==> config.mk <==
export PLATFORM = sky130hd
export DESIGN_NAME = debounce_bank
export DESIGN_NICKNAME = d
export VERILOG_FILES = /design/src/rtl/debounce_bank.sv
export SDC_FILE = /design/constraint.sdc
export NUM_CORES = 1
export LEC_CHECK = 0
export ABC_AREA = 1
export CORE_UTILIZATION = 65
export CTS_BUF_LIST = sky130_fd_sc_hd__clkbuf_4
export CTS_CLUSTER_SIZE = 28
export DETAILED_ROUTE_END_ITERATION = 6
export HOLD_SLACK_MARGIN = 0.08
export PLACE_DENSITY = 0.87
export SETUP_SLACK_MARGIN = 0.5
export SYNTH_ARGS = -nofsm -noshare
export SYNTH_HDL_FRONTEND = slang
export SYNTH_SLANG_ARGS = --single-unit
==> constraint.sdc <==
create_clock -name clk_i -period 4.8 [get_ports clk_i]
set_clock_uncertainty 0.05 [all_clocks]
set_input_delay 0.96 -clock clk_i [delete_from_list [all_inputs] [get_ports clk_i]]
set_output_delay 0.96 -clock clk_i [all_outputs]
set_load 0.01 [all_outputs]
==> src/rtl/debounce_bank.sv <==
// Multi-channel push-button debouncer on a single clock with a shared sample-tick divider.
// Optional auto-repeat pulses are built when DEBOUNCE_BANK_REPEAT_EN is defined.

module debounce_bank_lane #(
  parameter int DEPTH         = 8,
  parameter int REPEAT_DELAY  = 300,
  parameter int REPEAT_PERIOD = 50
) (
  input  logic clk_i,
  input  logic rst_i,
  input  logic tick_i,
  input  logic button_i,
  output logic state_o,
  output logic rise_o,
  output logic fall_o,
  output logic repeat_o
);

  logic [1:0]       sync_q;
  logic [DEPTH-1:0] sh_q, sh_d;
  logic             state_q, state_d;
  logic             rise_q, fall_q;

  always_comb begin
    sh_d    = sh_q;
    state_d = state_q;
    if (tick_i) begin
      sh_d = {sh_q[DEPTH-2:0], sync_q[1]};
      if (&sh_d)       state_d = 1'b1;
      else if (~|sh_d) state_d = 1'b0;
    end
  end

  // Edge pulses are registered with the state so they line up with its first visible cycle.
  always_ff @(posedge clk_i) begin
    if (rst_i) begin
      sync_q  <= '0;
      sh_q    <= '0;
      state_q <= 1'b0;
      rise_q  <= 1'b0;
      fall_q  <= 1'b0;
    end else begin
      sync_q  <= {sync_q[0], button_i};
      sh_q    <= sh_d;
      state_q <= state_d;
      rise_q  <= state_d & ~state_q;
      fall_q  <= ~state_d & state_q;
    end
  end

  assign state_o = state_q;
  assign rise_o  = rise_q;
  assign fall_o  = fall_q;

`ifdef DEBOUNCE_BANK_REPEAT_EN
  localparam int RCW    = $clog2(REPEAT_DELAY + 1);
  localparam int RELOAD = (REPEAT_PERIOD >= REPEAT_DELAY) ? 0 : REPEAT_DELAY - REPEAT_PERIOD;
  localparam logic [RCW:0]   DELAY_W  = (RCW + 1)'(REPEAT_DELAY);
  localparam logic [RCW-1:0] RELOAD_W = RCW'(RELOAD);

  logic [RCW-1:0] rc_q, rc_d;
  logic [RCW:0]   rc_inc;
  logic           rep_q, rep_d;

  // A release on the same tick the delay expires wins: state_d low clears rc with no pulse.
  always_comb begin
    rc_d   = rc_q;
    rep_d  = 1'b0;
    rc_inc = {1'b0, rc_q} + 1'b1;
    if (!state_d || !state_q) begin
      rc_d = '0;
    end else if (tick_i) begin
      if (rc_inc == DELAY_W) begin
        rep_d = 1'b1;
        rc_d  = RELOAD_W;
      end else begin
        rc_d  = rc_inc[RCW-1:0];
      end
    end
  end

  always_ff @(posedge clk_i) begin
    if (rst_i) begin
      rc_q  <= '0;
      rep_q <= 1'b0;
    end else begin
      rc_q  <= rc_d;
      rep_q <= rep_d;
    end
  end

  assign repeat_o = rep_q;
`else
  logic unused_repeat_cfg;
  assign unused_repeat_cfg = ^{32'(REPEAT_DELAY), 32'(REPEAT_PERIOD)};
  assign repeat_o          = 1'b0;
`endif

endmodule

module debounce_bank #(
  parameter int N             = 4,
  parameter int TICK_DIV      = 100000,
  parameter int DEPTH         = 8,
  parameter int REPEAT_DELAY  = 300,
  parameter int REPEAT_PERIOD = 50
) (
  input  logic         clk_i,
  input  logic         rst_i,
  input  logic [N-1:0] button_i,
  output logic [N-1:0] state_o,
  output logic [N-1:0] rise_o,
  output logic [N-1:0] fall_o,
  output logic [N-1:0] repeat_o
);

  localparam int DW = $clog2(TICK_DIV);
  localparam logic [DW-1:0] DIV_LAST = DW'(TICK_DIV - 1);

  logic [DW-1:0] div_q, div_d;
  logic          tick;

  assign tick  = (div_q == DIV_LAST);
  assign div_d = tick ? '0 : div_q + 1'b1;

  always_ff @(posedge clk_i) begin
    if (rst_i) div_q <= '0;
    else       div_q <= div_d;
  end

  debounce_bank_lane #(
    .DEPTH         (DEPTH),
    .REPEAT_DELAY  (REPEAT_DELAY),
    .REPEAT_PERIOD (REPEAT_PERIOD)
  ) u_lane [N-1:0] (
    .clk_i    (clk_i),
    .rst_i    (rst_i),
    .tick_i   (tick),
    .button_i (button_i),
    .state_o  (state_o),
    .rise_o   (rise_o),
    .fall_o   (fall_o),
    .repeat_o (repeat_o)
  );

endmodule

* Word level (Yosys, flattened, before mapping)
Index checks and enable logic that the tools add are counted.
** Cells by class
- $add $sub $neg :: 1
- Equal/unequal tests :: 1
- Mux-type cells :: 12
- Bitwise gates (word level) :: 16
- Reduce and logical (&&, ||, !) cells :: 9
** Operators by type and width (count)
- $reduce_and 8->1 :: 4
- $reduce_or 8->1 :: 4
- $add 17x1->17 const B :: 1
- $eq 17x17->1 const B :: 1
- $mux 1 :: 12
- $and 1x1->1 :: 8
- $not 1->1 :: 8
- $reduce_or 2->1 :: 1
** Storage, ports and cells
- Flip-flop bits (word level) :: 65
- Input bits :: 6
- Word-level logic and storage cells :: 60

* Logic depth before layout (Yosys ltp)
Gate-level depths: netlist of the first run.
- Depth in word-level cells :: 6
- Mapped depth :: 10
- Mapped depth without buffers :: 9

* Modules after synthesis
From an unflattened synthesis of the first run, not the netlist that was laid out.
** Unflattened totals
- Cell total of the unflattened synthesis :: 380
- Area, all modules :: 2770.2 sq um
** Modules (own cells, without submodules)
- debounce_bank_lane :: instances 4, cells each 60, area an instance 455.4 sq um
- debounce_bank :: instances 1, cells each 140, area an instance 948.4 sq um

* Worst setup path after synthesis of the first run
OpenSTA, ideal clock, no wires.
- Kind :: input port to flip-flop
- Start point :: in rst_i
- End point :: reg u_lane[0].fall_q
- Library setup time :: 0.080 ns
- Arrival :: 1.761 ns
- Data required time :: 4.670 ns
- Setup slack :: 2.909 ns
- Stages on the path :: 5
- Path buffers :: 2
- Cells stage by stage :: buf_2 > clkinv_1 > clkbuf_1 > nand2_1 > nor3b_1
** RTL lines
- start, declared :: RTL line 109 : input logic rst_i,
- end signal, assigned :: RTL line 47 : fall_q <= ~state_d & state_q;
- end, declared :: RTL line 22 : logic rise_q, fall_q;

* Final worst setup path of the first run
- Start point :: in rst_i
- End point :: reg div_q[10]
** On the way
- Word-level cells in the longest chain between the ends :: 1
** RTL lines
- $reduce_or 2->1 (no line)
- end signal, assigned :: RTL line 128 : else div_q <= div_d;
- end, declared :: RTL line 120 : logic [DW-1:0] div_q, div_d;
Every way passes these cells.
A chain may end at the register's enable or synchronous reset.

==> results.ini, run 1 <==
[grt]
grt-ovfl-total = 0
grt_max_degree = 42
antenna_found_initial = 0
grt_pass1_wl_mm = 9.07
grt.total_usage = 0.231
grt_pass1_vias = 2151

[cts]
tritoncts = done
ctsHoldBuffers = 0
root_buffer = clkbuf_4
cts_buffers = 9
cts_buffer_depth = 2
clkTransAtPathRegs_ns = 0.10
cts.repair.resized = 0
clock-sinks = 65
htreeDepth = 3
clk_latency_ns = 0.42
cts_setup_buffers = 0

[floorplanning]
ioPinCount = 22
die_area_um2 = 5010
die_w_um = 70.8
core_area_um2 = 4440
die_h_um = 70.8
fp-row-count = 24
start_util = 0.693

[sta]
rsz0062_at_grt = false
setup_viol = 0
relSlewSlack = 0.259
setup_tns_ns = 0
worst_slack_ns = 1.82
worstMarginPinSlew_ns = 1.10
hold_viol = 0
report.final.slew_viol_count = 0
period_needed_ns = 2.98
min_period_over_period = 0.621
fmaxAchievable_mhz = 336

[setup_path]
r2r_slack_ns = 2.65
path_delay_family = buffers and inverters
crit_buf_inv = 2
critPathArrivalTime_ns = 3.22
required_ns = 5.05
crit_chain = clkdlybuf4s50_1 > clkinv_1 > nand2_4 > nor2_1
slowest_delay_ns = 0.94
cp-end-kind = flip-flop
slowest_stage = clkinv_1
start_kind = input pin
critPathKind = input pin to flip-flop
critical_path.max_fanout = 41

[logic_synthesis]
synthCells = 420
syn_area_um2 = 3080
ys_seq_area_frac = 0.423
yosysWarnings = 0
synth_area_leaders = dfxtp_1, nor2_1, nand2_1
synth-seq-cells = 65
yosysTopAreaCellShare = 0.423
synth_area_per_cell_um2 = 7.33
yosys.area.top_type = dfxtp_1
netlist-cell-type-count = 29

[pwr]
irDropWorstVdd_mv = 0.196
p_sw_frac = 0.208
p_clk_frac = 0.416
power.internal_w = 0.000782
p_leak_nw = 1.29
power_density_nw_per_um2 = 307
power.switching_w = 0.000205
power_w = 0.000988
seqPwrFrac = 0.554
p_comb_frac = 0.030

[finish]
fin_cells = 476
syn_to_final_growth_pct = 4.63
final_cell_mix = nor2_1, nand2_1, dfxtp_1
diodes = 0
fin_area_um2 = 3220
final_layout_size_suffix_gt1_frac = 0.0731
fillers = 372
final_common_cell = nor2_1
fin_nets = 426

[min_path]
min_path_type = flip-flop to flip-flop

[run_status]
status = finished clean

[detailed_routing]
drt_iter0_markers = 195
routed_via_density = 5.15
drc = 0
vias = 2452
drt-wirelength-per-cell_um = 10.9
drtAntennaViolNets = 0
wl_mm = 5.19
first_pass_iters = 6

[place]
dp_hpwl_mm = 3.45
place_inst = 460
gp_congestion = 0.799
io_buffer_count = 17
dpl_cell_area_um2 = 3060
pre_cts_ws_ns = 1.40

[job]
cap_violations = 0

sequential cells by signal (all words and copies together) (netlist names):
signal          flops
u_lane.state_o      4
u_lane.sync_q       8
u_lane.fall_o       4
u_lane.rise_o       4
u_lane.sh_q        28
div_q              17
cell families after synthesis:
| kind of cell | count (synthesis) | synth area share |
|---|---|---|
| simple gates | 272 | 0.411 |
| buf+inv | 65 | 0.125 |
| flops | 65 | 0.423 |
| compound gates | 8 | 0.0130 |
| xor+xnor | 8 | 0.0228 |
| fa+ha+maj | 1 | 0.00406 |
| other cells | 1 | 0.00122 |
power groups by stage:
stage               clock network (W)  registers (W)  logic (W)
global route                 0.000445       0.000548  0.0000339
CTS                          0.000418       0.000547  0.0000295
floorplan                           0       0.000559  0.0000270
global placement                    0       0.000560  0.0000283
finish                       0.000411       0.000547  0.0000294
detailed placement                  0       0.000560  0.0000293
path summary, 6_finish.rpt:
kind                       startpoint                  end  cells after the start
setup reg to reg             div_q[0]            div_q[10]                      8
setup / recovery                rst_i            div_q[10]                      4
hold reg to reg   u_lane[3].sync_q[0]  u_lane[3].sync_q[1]                      2
hold / removal    u_lane[3].sync_q[0]  u_lane[3].sync_q[1]                      2
tightest hold or removal path: cells and delay by family (launching register included):
kind                   cells  cell delay, ns
flip-flops                 1            0.31
AND/OR/NAND/NOR            1            0.03
buffers and inverters      1            0.04
layout make-up:
cell class | instances | area [µm²] | share of cell area
multi-input combinational | 293 | 1400 | 0.436
sequential | 65 | 1300 | 0.404
timing repair buffer | 17 | 170 | 0.0528
inverter | 33 | 124 | 0.0385
clock buffer | 12 | 90.1 | 0.0280
clock inverter | 4 | 67.6 | 0.0210
tap | 52 | 65.1 | 0.0202
metrics by stage:
step / hold slack, ns / utilization
finish: 0.349 / 0.725
global route: 0.360 / 0.725
CTS: 0.351 / 0.725
detailed placement: 0.347 / 0.689
global placement: 0.343 / 0.689
floorplan: 0.338 / -
routing by layer:
layer	vias to the layer above	global-route usage	share of wire
li1	1291	-	-
met1	1101	0.292	0.48
met2	48	0.378	0.46
met3	12	0.0598	0.041
met4	0	0.0933	0.017
met5	-	0	0
synth_stat cells (all sizes together):
cell / n
inv: 32
nand3b: 28
o21ai: 1
a21oi: 7
nand4: 16
nor3b: 4
clkbuf: 1
xnor2: 3
dfxtp: 65
clkinv: 1
nor2: 121
or2: 2
conb: 1
xor2: 5
nand2: 89
buf: 31
ha: 1
nor3: 2
nand3: 10
(Power assumes the default switching activity.)
==> run 2: changes to the inputs <==
--- a/config.mk
+++ b/config.mk
@@ -6,12 +6,12 @@
 export NUM_CORES = 1
 export LEC_CHECK = 0
 export ABC_AREA = 1
-export CORE_UTILIZATION = 65
+export CORE_UTILIZATION = 61
 export CTS_BUF_LIST = sky130_fd_sc_hd__clkbuf_4
 export CTS_CLUSTER_SIZE = 28
 export DETAILED_ROUTE_END_ITERATION = 6
 export HOLD_SLACK_MARGIN = 0.08
-export PLACE_DENSITY = 0.87
+export PLACE_DENSITY = 0.82
 export SETUP_SLACK_MARGIN = 0.5
 export SYNTH_ARGS = -nofsm -noshare
 export SYNTH_HDL_FRONTEND = slang
==> constraint.sdc (replaced) <==
create_clock -name clk_i -period 3 [get_ports clk_i]
set_clock_uncertainty 0.05 [all_clocks]
set_input_delay 0.6 -clock clk_i [delete_from_list [all_inputs] [get_ports clk_i]]
set_output_delay 0.6 -clock clk_i [all_outputs]
set_load 0.01 [all_outputs]
==> run 2 against run 1 <==
Hold slack better by 0.013 ns. Utilization down 4.5 points. Design area up 1.0%. Die area up 6.4%.
==> results.ini, run 2 (synthesized netlist as in run 1, its figures left out) <==
[floorplanning]
die_w_um = 73.0  ; +3.1%
die_area_um2 = 5330  ; +6.4%
start_util = 0.643  ; -0.0494
die_h_um = 73.0  ; +3.1%
ioPinCount = 22  ; unchanged
core_area_um2 = 4790  ; +7.7%
fp-row-count = 25  ; +4.2%

[detailed_routing]
vias = 2467  ; +0.61%
drt_iter0_markers = 171  ; -12%
drt-wirelength-per-cell_um = 10.6  ; -2.7%
routed_via_density = 4.98  ; -3.3%
drtAntennaViolNets = 0  ; unchanged
drc = 0  ; unchanged
wl_mm = 5.25  ; +1.2%
first_pass_iters = 4  ; -2

[finish]
fin_area_um2 = 3250  ; +1.0%
syn_to_final_growth_pct = 5.69
fillers = 398  ; +7.0%
regMostFlops = u_lane.sh_q
seq_area_um2 = 1300  ; unchanged
reg.largest.list = u_lane.sh_q (28), div_q (17), u_lane.sync_q (8)
largest_register_ffs = 28  ; unchanged
final_cell_mix = nor2_1, nand2_1, dfxtp_1
final_layout_size_suffix_gt1_frac = 0.0841  ; +0.0110
diodes = 0  ; unchanged
multi_input_area_um2 = 1400  ; unchanged
final_common_cell = nor2_1
fin_nets = 430  ; +0.94%
utilization = 0.680  ; -0.0449

[pwr]
irDropWorstVdd_mv = 0.304  ; +55%
p_clk_frac = 0.374  ; -0.042
power_density_nw_per_um2 = 454  ; +48%
p_sw_frac = 0.231  ; +0.0226
power_w = 0.00148  ; +50%
p_comb_frac = 0.033  ; +0.003
seqPwrFrac = 0.593  ; +0.039
p_leak_nw = 1.30  ; +0.78%
power.internal_w = 0.00114  ; +45%
power.switching_w = 0.000341  ; +66%

[sta]
setup_viol = 0  ; unchanged
relSlewSlack = 0.446  ; +0.187
fmaxAchievable_mhz = 434
setup_tns_ns = 0  ; unchanged
rsz0062_at_grt = false
min_period_over_period = 0.768
period_needed_ns = 2.30
hold_viol = 0  ; unchanged
report.final.slew_viol_count = 0  ; unchanged
worstMarginPinSlew_ns = 0.825  ; -0.279 ns
whs_ns = 0.362  ; +0.0135 ns

[grt]
grt-ovfl-total = 0  ; unchanged
grt_pass1_vias = 2150  ; -0.046%
grt_max_degree = 37  ; -12%
antenna_found_initial = 0  ; unchanged
grt.total_usage = 0.220  ; -0.0113
grt_pass1_wl_mm = 9.00  ; -0.76%

[cts]
tritoncts = done
clock-sinks = 65  ; unchanged
ctsHoldBuffers = 0  ; unchanged
cts_buffer_depth = 2  ; unchanged
clk_latency_ns = 0.41  ; about the same
cts_buffers = 9  ; unchanged
htreeDepth = 3  ; unchanged
cts_setup_buffers = 0  ; unchanged
root_buffer = clkbuf_4
clkTransAtPathRegs_ns = 0.10  ; about the same
cts.repair.resized = 0  ; unchanged

[min_path]
min-delay-start = u_lane[1].sync_q[0]
hold_end = u_lane[1].sync_q[1]
hold_depth = 2  ; unchanged
min_path_type = flip-flop to flip-flop

[place]
gp_congestion = 0.856  ; +7.1%
dp_hpwl_mm = 3.55  ; +2.9%
dpl_cell_area_um2 = 3120  ; +2.0%
io_buffer_count = 17  ; unchanged

[setup_path]
critPathArrivalTime_ns = 2.54  ; -0.68 ns
start_kind = input pin
crit_cells = 4  ; unchanged
slowest_stage = clkinv_1
critPathKind = input pin to flip-flop
path_delay_family = buffers and inverters
r2r_slack_ns = 0.99  ; -1.66 ns
crit_chain = clkdlybuf4s50_1 > clkinv_1 > nand2_4 > a21oi_1
worstRegToRegCells = 6  ; -2
rr_endpoint = u_lane[1].fall_o
slowest_delay_ns = 0.73  ; -0.21 ns
crit_buf_inv = 2  ; unchanged
critical_path.max_fanout = 28  ; -32%
required_ns = 3.24  ; -1.81 ns
cp-end-kind = flip-flop
r2r-start = div_q[0]

[job]
cap_violations = 0  ; unchanged

[run_status]
status = finished clean

[run 2: cell types whose count changed in the layout (fill, tap and decap cells not counted), sizes merged]
| cell | delta |
|---|---|
| buf | +4 |
| clkbuf | -3 |
| clkinv | +3 |
| bufinv | -1 |
| clkinvlp | +1 |
[run 2: stage by stage]
step	setup slack [ns]	instances
after global placement	0.267	479
final	0.697	495
after global routing	0.528	495
after floorplan	1.47	423
after CTS	0.691	495
after detailed placement	0.256	479
[run 2: worst register-to-register path: cells and delay by family (launching register included)]
| family | cells | cell delay [ns] |
|---|---|---|
| and+or+nand+nor | 5 | 1.30 |
| adders and majority gates | 1 | 0.21 |
| DFF | 1 | 0.37 |
[run 2: routing by layer]
layer  vias to the layer above  wire length (µm)  global-route usage
li1                       1304                 -                   -
met1                      1105              2610               0.294
met2                        43              2320               0.334
met3                        15               178              0.0428
met5                         -                 0                   0
met4                         0               131               0.118
[run 2: layout make-up]
cell class,instances,area share
well taps,67,0.0258
multi-input cells,293,0.431
inverters,33,0.0381
clock buffers,9,0.0208
repair buffers,21,0.0654
clock inverters,7,0.0188
flip-flops and latches,65,0.400
[run 2: power by group through the flow]
stage	Clock, W	Sequential (W)	Combinational [W]
global route	0.000594	0.000877	0.0000572
floorplan	0	0.000894	0.0000433
finish	0.000553	0.000876	0.0000494
CTS	0.000564	0.000876	0.0000500
detailed placement	0	0.000896	0.0000496
global placement	0	0.000895	0.0000489
[run 2: how the worst max path moves through the flow]
stage          start          endpoint  slack, ns
2_1_floorplan  rst_i  u_lane[1].fall_o       1.47
3_3_place_gp   rst_i         div_q[11]       0.27
3_5_place_dp   rst_i         div_q[14]       0.26
4_1_cts        rst_i         div_q[14]       0.69
5_1_grt        rst_i         div_q[14]       0.53
6_report       rst_i         div_q[14]       0.70
==> run 3: changes to the inputs <==
--- a/config.mk
+++ b/config.mk
@@ -6,12 +6,12 @@
 export NUM_CORES = 1
 export LEC_CHECK = 0
 export ABC_AREA = 1
-export CORE_UTILIZATION = 61
+export CORE_UTILIZATION = 55
 export CTS_BUF_LIST = sky130_fd_sc_hd__clkbuf_4
 export CTS_CLUSTER_SIZE = 28
 export DETAILED_ROUTE_END_ITERATION = 6
 export HOLD_SLACK_MARGIN = 0.08
-export PLACE_DENSITY = 0.82
+export PLACE_DENSITY = 0.78
 export SETUP_SLACK_MARGIN = 0.5
 export SYNTH_ARGS = -nofsm -noshare
 export SYNTH_HDL_FRONTEND = slang
==> constraint.sdc (replaced) <==
create_clock -name clk_i -period 2.1 [get_ports clk_i]
set_clock_uncertainty 0.05 [all_clocks]
set_input_delay 0.42 -clock clk_i [delete_from_list [all_inputs] [get_ports clk_i]]
set_output_delay 0.42 -clock clk_i [all_outputs]
set_load 0.01 [all_outputs]
==> run 3 against run 2 <==
Die area grew 11%. Count of clock-buffer cells in the layout is the same. Utilization shrank 2.3 points. Critical path type is now flip-flop to flip-flop. Hold slack lost 0.00096 ns. Worst setup slack lost 0.16 ns. Register-to-register slack lost 0.46 ns. Total power grew 45%. Sequential power grew 43%. Via count grew 2.6%. Global-route usage shrank 1.5 points. Combinational power grew 50%.
==> results.ini, run 3 (synthesized netlist as in run 1, its figures left out) <==
[floorplanning]
ioPinCount = 22  ; unchanged
core_area_um2 = 5240  ; +9.4%
die_w_um = 76.8  ; +5.2%
die_h_um = 76.8  ; +5.2%
fp-row-count = 26  ; +4.0%
die_area_um2 = 5900  ; +11%
start_util = 0.588  ; -0.0555

[cts]
clkTransAtPathRegs_ns = 0.10  ; about the same
clock-sinks = 65  ; unchanged
htreeDepth = 3  ; unchanged
clk_latency_ns = 0.39  ; -0.02 ns
root_buffer = clkbuf_4
cts_buffer_depth = 2  ; unchanged
cts_buffers = 9  ; unchanged
tritoncts = done

[finish]
fillers = 450  ; +13%
final_cell_mix = nor2_1, nand2_1, dfxtp_1
largest_register_ffs = 28  ; unchanged
fin_area_um2 = 3440  ; +5.8%
fin_nets = 443  ; +3.0%
fin_cells = 511  ; +3.2%
diodes = 0  ; unchanged
syn_to_final_growth_pct = 11.8
reg.largest.list = u_lane.sh_q (28), div_q (17), u_lane.sync_q (8)
regMostFlops = u_lane.sh_q
final_layout_size_suffix_gt1_frac = 0.132  ; +0.0474
final_common_cell = nor2_1

[sta]
hold_viol = 0  ; unchanged
setup_viol = 0  ; unchanged
setup_tns_ns = 0  ; unchanged
report.final.slew_viol_count = 0  ; unchanged
min_period_over_period = 0.746
fmaxAchievable_mhz = 639
period_needed_ns = 1.57
whs_ns = 0.361  ; -0.000963 ns
rsz0062_at_grt = true

[detailed_routing]
vias = 2531  ; +2.6%
first_pass_iters = 4  ; unchanged
routed_via_density = 4.95  ; -0.62%
wl_mm = 5.75  ; +9.6%
drc = 0  ; unchanged
drtAntennaViolNets = 0  ; unchanged
drt-wirelength-per-cell_um = 11.3  ; +6.2%
drt_iter0_markers = 163  ; -4.7%

[setup_path]
critical_path.max_fanout = 5  ; -82%
start_kind = flip-flop
slowest_delay_ns = 0.37  ; -0.36 ns
crit_chain = ha_4 > nand2_4 > nor2_4 > nand3_2 > nor2_4 > buf_6 > clkbuf_16 > nand3b_1 > nand2_1 > nor2_1
cp_common_cell = nor2_4
r2r_slack_ns = 0.53  ; -0.46 ns
critPathKind = flip-flop to flip-flop
cp-end-kind = flip-flop
slowest_stage = dfxtp_2
required_ns = 2.34  ; -0.90 ns
critPathArrivalTime_ns = 1.81  ; -0.73 ns

[place]
dp_hpwl_mm = 3.56  ; +0.26%
place_inst = 484  ; +1.0%
dpl_cell_area_um2 = 3140  ; +0.60%
io_buffer_count = 17  ; unchanged
gp_congestion = 0.781  ; -8.8%

[pwr]
power_w = 0.00215  ; +45%
power_density_nw_per_um2 = 623  ; +37%
p_leak_nw = 1.45  ; +12%
irDropWorstVdd_mv = 0.432  ; +42%

[grt]
grt_max_degree = 41  ; +11%
grt-ovfl-total = 0  ; unchanged
antenna_found_initial = 0  ; unchanged
grt_pass1_wl_mm = 9.75  ; +8.3%
grt.total_usage = 0.205  ; -0.0152
grt_pass1_vias = 2227  ; +3.6%

[job]
cap_violations = 0  ; unchanged

[min_path]
min_path_type = flip-flop to flip-flop

[run_status]
status = finished clean

[run 3: changes by cell type in the layout (fill, tap and decap cells not counted), sizes merged]
cell,change
dlygate4sd2,+12
clkdlybuf4s50,-12
clkbuf,+2
clkinv,-2
clkinvlp,+2
buf,+11
[run 3: power by group]
| part | switching (W) | leakage [nW] | internal [W] |
|---|---|---|---|
| logic | 0.0000418 | 0.858 | 0.0000326 |
| clock network | 0.000457 | 0.0679 | 0.000360 |
| registers | 0.00000932 | 0.528 | 0.00124 |
[run 3: final cells by class]
class	instances	area (µm²)	area share
Multi-Input combinational cell	293	1430	0.414
Sequential cell	65	1310	0.380
Timing Repair Buffer	34	358	0.104
Inverter	33	124	0.0360
Tap cell	70	87.6	0.0254
Clock inverter	7	71.3	0.0207
Clock buffer	9	67.6	0.0196
[run 3: per-stage QoR]
step / worst slack, ns / utilization
global route: 0.410 / 0.657
CTS: 0.504 / 0.643
detailed placement: 0.358 / 0.600
finish: 0.534 / 0.657
global placement: 0.392 / 0.600
floorplan: 0.584 / -
[run 3: routing by layer]
metal	GRT usage	wire, µm	up-vias
li1	-	-	1320
met1	0.275	2880	1148
met2	0.315	2630	57
met3	0.0512	184	6
met4	0.0750	54	0
met5	0	0	-
[run 3: final timing paths]
kind | from | endpoint | depth (start not counted)
min reg2reg | u_lane[2].sync_q[0] | u_lane[2].sync_q[1] | 2
min | u_lane[2].sync_q[0] | u_lane[2].sync_q[1] | 2
max | div_q[1] | u_lane[1].sh_q[1] | 10
max reg2reg | div_q[1] | u_lane[1].sh_q[1] | 10
[run 3: critical path, delay by kind of cell (launching register included)]
kind          cells  cell delay [ns]
buf+inv           2             0.28
fa+ha+maj         1             0.16
simple gates      7             0.61
flops             1             0.37
[run 3: timing repair]
item	in CTS	in global routing
pin swaps	3	5
cloned	1	2
hold buffers	0	0
gates resized for setup	22	3
buffers inserted	6	2
setup endpoints to repair	59	52
